[config.mk]
export PLATFORM = sky130hd
export DESIGN_NAME = pw_utmi_tx
export DESIGN_NICKNAME = d
export VERILOG_FILES = /design/src/rtl/pw_utmi_tx.sv
export SDC_FILE = /design/constraint.sdc
export NUM_CORES = 1
export LEC_CHECK = 0
export BUFFER_PORTS_ARGS = -buffer_cell sky130_fd_sc_hd__clkbuf_2
export CORE_MARGIN = 2
export CORE_UTILIZATION = 61
export CTS_CLUSTER_SIZE = 8
export DETAILED_ROUTE_END_ITERATION = 12
export GPL_ROUTABILITY_DRIVEN = 0
export GPL_TIMING_DRIVEN = 0
export PLACE_DENSITY_LB_ADDON = 0.2
export SYNTH_ARGS = -nofsm -noshare
export SYNTH_HDL_FRONTEND = slang
export SYNTH_SLANG_ARGS = --single-unit
[constraint.sdc]
create_clock -name fe_clk -period 3.75 [get_ports fe_clk]
set_input_delay 0.1875 -clock fe_clk [delete_from_list [all_inputs] [get_ports fe_clk]]
set_output_delay 0.1875 -clock fe_clk [all_outputs]
set_load 0.01 [all_outputs]
[src/rtl/pw_utmi_tx.sv]
// pw_utmi_tx: UTMI+ transmit engine. Switches the PHY from non-driving to
// normal opmode, streams a valid/ready byte source (PID first) onto
// fe_data/fe_txvalid under the fe_txready handshake, then holds an
// inter-packet gap before releasing the bus.
// Optional feature macro: PW_UTMI_TX_CRC16_EN (appends CRC16 to data PIDs).
// Ports:
//   fe_clk, reset_n                  clock, async active-low reset
//   I_enable, I_abort                start permit (IDLE only), packet abort
//   I_data, I_valid, I_last, O_ready byte source handshake
//   O_fe_data, O_fe_data_oe          PHY data and its output enable
//   O_fe_txvalid, I_fe_txready       UTMI transmit handshake
//   I_fe_rxactive                    blocks starting a packet
//   O_fe_opmode                      01 non-driving, 00 normal
//   O_busy, O_done, O_error          status, one-cycle pulses
//   O_byte_count                     bytes handed to the PHY, saturating
module pw_utmi_tx #(
  parameter int unsigned pSETTLE_CYCLES = 4,
  parameter int unsigned pIPG_CYCLES    = 8,
  parameter int unsigned pTIMEOUT_WIDTH = 12,
  parameter int unsigned pCOUNT_WIDTH   = 16
) (
  input  logic                    fe_clk,
  input  logic                    reset_n,
  input  logic                    I_enable,
  input  logic                    I_abort,
  input  logic [7:0]              I_data,
  input  logic                    I_valid,
  input  logic                    I_last,
  output logic                    O_ready,
  output logic [7:0]              O_fe_data,
  output logic                    O_fe_data_oe,
  output logic                    O_fe_txvalid,
  input  logic                    I_fe_txready,
  input  logic                    I_fe_rxactive,
  output logic [1:0]              O_fe_opmode,
  output logic                    O_busy,
  output logic                    O_done,
  output logic                    O_error,
  output logic [pCOUNT_WIDTH-1:0] O_byte_count
);

  localparam int unsigned PHASE_MAX = (pSETTLE_CYCLES > pIPG_CYCLES) ? pSETTLE_CYCLES : pIPG_CYCLES;
  localparam int unsigned PHASE_W   = $clog2(PHASE_MAX + 1);

`ifdef PW_UTMI_TX_CRC16_EN
  typedef enum logic [2:0] {S_IDLE, S_SETTLE, S_SEND, S_CRC_LO, S_CRC_HI, S_EOP, S_GAP} state_t;
`else
  typedef enum logic [2:0] {S_IDLE, S_SETTLE, S_SEND, S_EOP, S_GAP} state_t;
`endif

  state_t                    state, state_d;
  logic [1:0]                opmode_d;
  logic [7:0]                fe_data_d;
  logic                      oe_d, txvalid_d, busy_d, done_d, error_d;
  logic [pCOUNT_WIDTH-1:0]   count_d;
  logic                      hold_valid, hold_valid_d;
  logic                      hold_last, hold_last_d;
  logic                      last_taken, last_taken_d;
  logic [PHASE_W-1:0]        pcnt, pcnt_d;
  logic [pTIMEOUT_WIDTH-1:0] tcnt, tcnt_d, tcnt_inc;
  logic                      accept, consume, timeout_hit, count_sat;
`ifdef PW_UTMI_TX_CRC16_EN
  logic [15:0]               crc, crc_d;
  logic                      pid_seen, pid_seen_d;
  logic                      crc_app, crc_app_d;

  // Reflected CRC16 (poly 0xA001), one byte LSB-first.
  function automatic logic [15:0] crc16_byte(input logic [15:0] c, input logic [7:0] d);
    logic [15:0] r;
    r = c;
    for (int i = 0; i < 8; i++) begin
      r = (r[0] ^ d[i]) ? ((r >> 1) ^ 16'hA001) : (r >> 1);
    end
    return r;
  endfunction
`endif

  // Abort takes priority, so a byte offered on an abort cycle is not swallowed.
  assign O_ready     = (state == S_SEND) && !I_abort && !last_taken &&
                       (!hold_valid || (O_fe_txvalid && I_fe_txready));
  assign accept      = I_valid && O_ready;
  assign consume     = O_fe_txvalid && I_fe_txready;
  assign tcnt_inc    = tcnt + pTIMEOUT_WIDTH'(1);
  assign timeout_hit = (tcnt_inc == '1);
  assign count_sat   = (O_byte_count == '1);

  // Next-state and datapath logic.
  always_comb begin
    state_d      = state;
    opmode_d     = O_fe_opmode;
    fe_data_d    = O_fe_data;
    oe_d         = O_fe_data_oe;
    txvalid_d    = O_fe_txvalid;
    done_d       = 1'b0;
    error_d      = 1'b0;
    count_d      = O_byte_count;
    hold_valid_d = hold_valid;
    hold_last_d  = hold_last;
    last_taken_d = last_taken;
    pcnt_d       = pcnt;
    tcnt_d       = tcnt;
`ifdef PW_UTMI_TX_CRC16_EN
    crc_d        = crc;
    pid_seen_d   = pid_seen;
    crc_app_d    = crc_app;
`endif

    case (state)
      S_IDLE: begin
        if (I_enable && I_valid && !I_fe_rxactive) begin
          state_d      = S_SETTLE;
          opmode_d     = 2'b00;
          oe_d         = 1'b1;
          count_d      = '0;
          pcnt_d       = '0;
          tcnt_d       = '0;
          hold_valid_d = 1'b0;
          hold_last_d  = 1'b0;
          last_taken_d = 1'b0;
`ifdef PW_UTMI_TX_CRC16_EN
          crc_d        = 16'hFFFF;
          pid_seen_d   = 1'b0;
          crc_app_d    = 1'b0;
`endif
        end
      end

      S_SETTLE: begin
        if (pcnt == PHASE_W'(pSETTLE_CYCLES - 1)) begin
          state_d = S_SEND;
          pcnt_d  = '0;
        end else begin
          pcnt_d = pcnt + PHASE_W'(1);
        end
      end

      S_SEND: begin
        if (accept) begin
          fe_data_d   = I_data;
          hold_last_d = I_last;
          if (I_last) last_taken_d = 1'b1;
`ifdef PW_UTMI_TX_CRC16_EN
          if (!pid_seen) begin
            pid_seen_d = 1'b1;
            crc_app_d  = (I_data[1:0] == 2'b11);
          end else begin
            crc_d = crc16_byte(crc, I_data);
          end
`endif
        end
        if (consume) begin
          count_d = count_sat ? O_byte_count : O_byte_count + pCOUNT_WIDTH'(1);
          tcnt_d  = '0;
          if (hold_last) begin
            hold_valid_d = 1'b0;
`ifdef PW_UTMI_TX_CRC16_EN
            if (crc_app) begin
              state_d   = S_CRC_LO;
              fe_data_d = ~crc[7:0];
            end else begin
              state_d   = S_EOP;
              txvalid_d = 1'b0;
              oe_d      = 1'b0;
            end
`else
            state_d   = S_EOP;
            txvalid_d = 1'b0;
            oe_d      = 1'b0;
`endif
          end else if (!accept) begin
            // Underrun: PHY took the byte but nothing stands behind it.
            state_d      = S_GAP;
            pcnt_d       = '0;
            error_d      = 1'b1;
            txvalid_d    = 1'b0;
            oe_d         = 1'b0;
            hold_valid_d = 1'b0;
          end else begin
            hold_valid_d = 1'b1;
          end
        end else begin
          if (accept) begin
            hold_valid_d = 1'b1;
            txvalid_d    = 1'b1;
          end
          if (O_fe_txvalid) begin
            tcnt_d = tcnt_inc;
            if (timeout_hit) begin
              state_d      = S_GAP;
              pcnt_d       = '0;
              error_d      = 1'b1;
              txvalid_d    = 1'b0;
              oe_d         = 1'b0;
              hold_valid_d = 1'b0;
            end
          end
        end
      end

`ifdef PW_UTMI_TX_CRC16_EN
      S_CRC_LO, S_CRC_HI: begin
        if (consume) begin
          count_d = count_sat ? O_byte_count : O_byte_count + pCOUNT_WIDTH'(1);
          tcnt_d  = '0;
          if (state == S_CRC_LO) begin
            state_d   = S_CRC_HI;
            fe_data_d = ~crc[15:8];
          end else begin
            state_d   = S_EOP;
            txvalid_d = 1'b0;
            oe_d      = 1'b0;
          end
        end else begin
          tcnt_d = tcnt_inc;
          if (timeout_hit) begin
            state_d   = S_GAP;
            pcnt_d    = '0;
            error_d   = 1'b1;
            txvalid_d = 1'b0;
            oe_d      = 1'b0;
          end
        end
      end
`endif

      S_EOP: begin
        // PHY drops txready once it has finished the EOP.
        if (!I_fe_txready) begin
          state_d = S_GAP;
          pcnt_d  = '0;
          done_d  = 1'b1;
        end else begin
          tcnt_d = tcnt_inc;
          if (timeout_hit) begin
            state_d = S_GAP;
            pcnt_d  = '0;
            error_d = 1'b1;
          end
        end
      end

      S_GAP: begin
        if (pcnt == PHASE_W'(pIPG_CYCLES - 1)) begin
          state_d  = S_IDLE;
          opmode_d = 2'b01;
          pcnt_d   = '0;
        end else begin
          pcnt_d = pcnt + PHASE_W'(1);
        end
      end

      default: state_d = S_IDLE;
    endcase

    // Abort overrides everything in the active states, including a last-byte consume.
    if (I_abort && (state != S_IDLE) && (state != S_GAP)) begin
      state_d      = S_GAP;
      pcnt_d       = '0;
      error_d      = 1'b1;
      done_d       = 1'b0;
      txvalid_d    = 1'b0;
      oe_d         = 1'b0;
      hold_valid_d = 1'b0;
      hold_last_d  = 1'b0;
      fe_data_d    = 8'h00;
      count_d      = O_byte_count;
    end

    busy_d = (state_d != S_IDLE);
  end

  // State and output registers.
  always_ff @(posedge fe_clk or negedge reset_n) begin
    if (!reset_n) begin
      state        <= S_IDLE;
      O_fe_opmode  <= 2'b01;
      O_fe_data    <= 8'h00;
      O_fe_data_oe <= 1'b0;
      O_fe_txvalid <= 1'b0;
      O_busy       <= 1'b0;
      O_done       <= 1'b0;
      O_error      <= 1'b0;
      O_byte_count <= '0;
      hold_valid   <= 1'b0;
      hold_last    <= 1'b0;
      last_taken   <= 1'b0;
      pcnt         <= '0;
      tcnt         <= '0;
`ifdef PW_UTMI_TX_CRC16_EN
      crc          <= 16'hFFFF;
      pid_seen     <= 1'b0;
      crc_app      <= 1'b0;
`endif
    end else begin
      state        <= state_d;
      O_fe_opmode  <= opmode_d;
      O_fe_data    <= fe_data_d;
      O_fe_data_oe <= oe_d;
      O_fe_txvalid <= txvalid_d;
      O_busy       <= busy_d;
      O_done       <= done_d;
      O_error      <= error_d;
      O_byte_count <= count_d;
      hold_valid   <= hold_valid_d;
      hold_last    <= hold_last_d;
      last_taken   <= last_taken_d;
      pcnt         <= pcnt_d;
      tcnt         <= tcnt_d;
`ifdef PW_UTMI_TX_CRC16_EN
      crc          <= crc_d;
      pid_seen     <= pid_seen_d;
      crc_app      <= crc_app_d;
`endif
    end
  end

endmodule
==> results by group <==
Status
  – Outcome: finished clean

Drt
  – Top Metal Used: met4
  – Pre-antenna DRT Iters: 5
  – DR vias/cell: 6.08
  – Residual DRC count: 0
  – WL met2: 3.53 mm
  – ANT nets after route: 0
  – DR WL/cell: 15.2 um
  – Met3 WL: 429 um
  – Initial drt markers: 231
  – WL final: 7.26 mm
  – Met1 Wirelength: 3.22 mm
  – Via count: 2906

Yosys
  – Top_reg_cell synth: dfrtp_1
  – Share of flip-flops with an asynchronous set or reset: 100%
  – EDFF count, synth: 0
  – FF+latch count, synth: 52
  – Most common cell in the synthesized netlist: dfrtp_1
  – Post-synthesis cell type count: 63
  – Synth Net Count: 375
  – Top cells by area, synth: dfrtp_1 41%, nand2_1 5.8%, o21ai_0 5.5%
  – Synthesized area: 3110 um^2
  – Yosys top cell area share: 41.1%
  – Syn Inst Count: 355
  – Top cell type by total area after synthesis: dfrtp_1
  – Commonest cells post-synth: 51 x dfrtp_1, 48 x nand2_1, 34 x nor2_1, 34 x o21ai_0, 17 x nand3_1
  – Synthesis Warnings: 0
  – Syn_area_per_cell: 8.75 um^2
  – Seq/Total Area, Yosys: 41.9%

Clock network
  – Worst-Skew Late Latency: 0.31 ns
  – CTS tree: done
  – Setup bufs post-CTS: 0
  – Clock tree buffer depth: 2
  – Clock sink count: 52
  – Post-CTS Resized: 0
  – H-tree levels: 2
  – CTS clock-pin slew for the worst setup and hold paths: 0.10 ns
  – Clock Tree Root: clkbuf_8
  – Total CTS buffers: 5
  – Post-CTS Hold Fix Bufs: 0

Pwr
  – Leakage: 0.00167 uW
  – Reg power frac: 52.5%
  – Switching part of the total power: 26.5%
  – Pwr Density: 321 nW/um^2
  – Int Pwr: 839 uW
  – Overall Power: 1140 uW
  – Combinational power share: 12.9%
  – Maximum VDD drop: 0.182 mV
  – Clock share of power: 34.5%
  – Net switching power: 303 uW

Min path
  – Hold Crit Class: in2reg

Die
  – Rows: 25
  – Die area: 5680 um^2
  – Core area: 4820 um^2
  – Die Height: 75.4 um
  – I/O pin total: 48
  – Initial core utilization: 64.5%
  – Die Wd: 75.4 um

Placement
  – Inst Count DP: 468
  – Placed cell areas: 3420 um^2
  – Detailed Place HPWL: 5.10 mm
  – Port bufs: 46

Critical path
  – Required time worst endpoint: 3.96 ns
  – Crit end category: register
  – Reg2Reg Setup Slack: 1.35 ns
  – Startpoint types: register
  – Worst reg2reg endpoint: O_fe_data_oe$_DFFE_PN0P_
  – WP data arrival: 2.60 ns
  – Worst r2r src: tcnt[0]$_DFFE_PN0P_
  – R2R cell count: 8
  – CP max FO: 9
  – CP Class: reg2reg
  – Worst Setup SP: tcnt[0]$_DFFE_PN0P_
  – Worst-path cell with the longest stage delay: dfrtp_1
  – Cells along the critical path: ha_1, and4_4, buf_6, a311oi_1, a211o_1, a31oi_2, or3_1, a31o_1
  – CP delay by family, top: compound AO/OA/AOI/OAI gates
  – CP endpoint: O_fe_data_oe$_DFFE_PN0P_
  – Crit path buf inv count: 1
  – Critical Path Max Stage Delay: 0.45 ns
  – Stages on the worst setup path: 8

Timing
  – Final Max Slew Viols: 0
  – RSZ-0062 raised after global routing: no
  – Setup TNS: 0 ns
  – Max-slew headroom: 45.1%
  – Setup Viol. Count Final: 0
  – Tcrit/Tclk final: 63.9%
  – Final Hold Viols: 0
  – Max frequency: 418 MHz
  – Measured slew at the worst slew-check pin: 0.819 ns
  – Fin Clk Skew: 0.00999 ns
  – Final min period: 2.40 ns

Job
  – Max-cap violation count: 0

Global route
  – GRT Overall Usage: 26.1%
  – Largest net degree at the start of global routing: 53
  – Vias in the first global route: 2565
  – First-pass GRT wire length: 11.6 mm
  – GRT Residual Overflow: 0
  – Initial antenna violation count: 0

Cells and area
  – Final #Nets: 430
  – Final Cell Area: 3560 um^2
  – Fraction of layout cells with a size suffix above 1: 19.5%
  – Final std cells w/o fill: 478
  – Area growth syn-to-layout: 14.7%
  – Fillers: 397
  – Area occupied by multi-input gates: 1640 um^2
  – Ant diodes: 0
  – Sequential cell area: 1300 um^2
cell usage in the layout (no fill, tap or decap), types with 6 or more instances in the layout:
| cell | n |
|---|---|
| nor3_1 | 6 |
| o31ai_1 | 9 |
| clkbuf_2 | 45 |
| clkbuf_1 | 10 |
| and3_1 | 11 |
| nand2_1 | 48 |
| a21oi_1 | 7 |
| nand3_1 | 17 |
| nand4_1 | 13 |
| nor2_1 | 34 |
| xor2_1 | 12 |
| inv_1 | 8 |
| buf_2 | 9 |
| o21ai_0 | 34 |
| dfrtp_1 | 51 |
per-layer routing:
layer | GRT usage, % | up-vias
li1 | - | 1390
met1 | 36.4 | 1391
met2 | 42.4 | 115
met3 | 4.23 | 10
met4 | 7.41 | 0
met5 | 0 | -
layout make-up:
type	instances	share of cell area [%]
flip-flops and latches	52	36.6
plain buffers	23	3.65
clock buffers	6	2.04
repair buffers	48	7.31
well taps	67	2.35
clock inverters	2	1.09
multi-input cells	272	46.1
inverters	8	0.843
how the worst min path moves through the flow:
stage | start | end | slack (ns) | cells past startpoint
global placement | I_data[1] | O_fe_data[1]$_DFFE_PN0P_ | 0.39 | 3
floorplan | reset_n | O_busy$_DFF_PN0_ | -0.11 | 0
finish | I_data[2] | O_fe_data[2]$_DFFE_PN0P_ | 0.08 | 3
global route | I_data[0] | O_fe_data[0]$_DFFE_PN0P_ | 0.09 | 3
CTS | I_data[2] | O_fe_data[2]$_DFFE_PN0P_ | 0.08 | 3
detailed placement | I_data[4] | O_fe_data[4]$_DFFE_PN0P_ | 0.40 | 3
logic make-up (layout without fill, tap and decap cells):
logic type               Yosys count  after routing  share of synthesized area, %
buffers and inverters             31             87                          5.16
XOR/XNOR                          13             13                          3.67
multiplexers                       1              1                         0.322
AO/OA/AOI/OAI                     92             92                          20.5
flip-flops                        52             52                          41.9
other                              1              1                         0.121
AND/OR/NAND/NOR                  161            161                          26.6
adder cells (fa/ha/maj)            4              4                          1.61
worst register-to-register path: stages (launching register included):
cell	delay (ns)
dfrtp_1	0.45
ha_1	0.32
and4_4	0.23
buf_6	0.13
a311oi_1	0.25
a211o_1	0.17
a31oi_2	0.15
or3_1	0.39
a31o_1	0.22
power by group through the flow:
| stage | Combinational, uW | Sequential, uW | Clock, uW |
|---|---|---|---|
| floorplan | 85.8 | 613 | 0 |
| global placement | 138 | 610 | 0 |
| detailed placement | 144 | 611 | 0 |
| CTS | 145 | 600 | 400 |
| global route | 165 | 604 | 418 |
| finish | 148 | 600 | 395 |
flip-flops by register name, indices dropped and copies added (netlist names):
name and flops:
O_fe_data_oe 1, O_fe_txvalid 1, pcnt 4, last_taken 1, hold_last 1, state 3
O_byte_count 16, O_busy 1, hold_valid 1, O_done 1, O_error 1, tcnt 12
O_fe_opmode 1, O_fe_data 8
per-stage QoR:
step,setup WS [ns],util [%],hold WS [ns]
after detailed placement,1.38,71.0,0.403
final,1.35,73.9,0.0770
after global routing,1.25,73.9,0.0894
after CTS,1.37,73.3,0.0761
after floorplan,1.57,-,-0.108
after global placement,1.41,71.0,0.394
No activity file was read; power rests on OpenSTA's default activity.
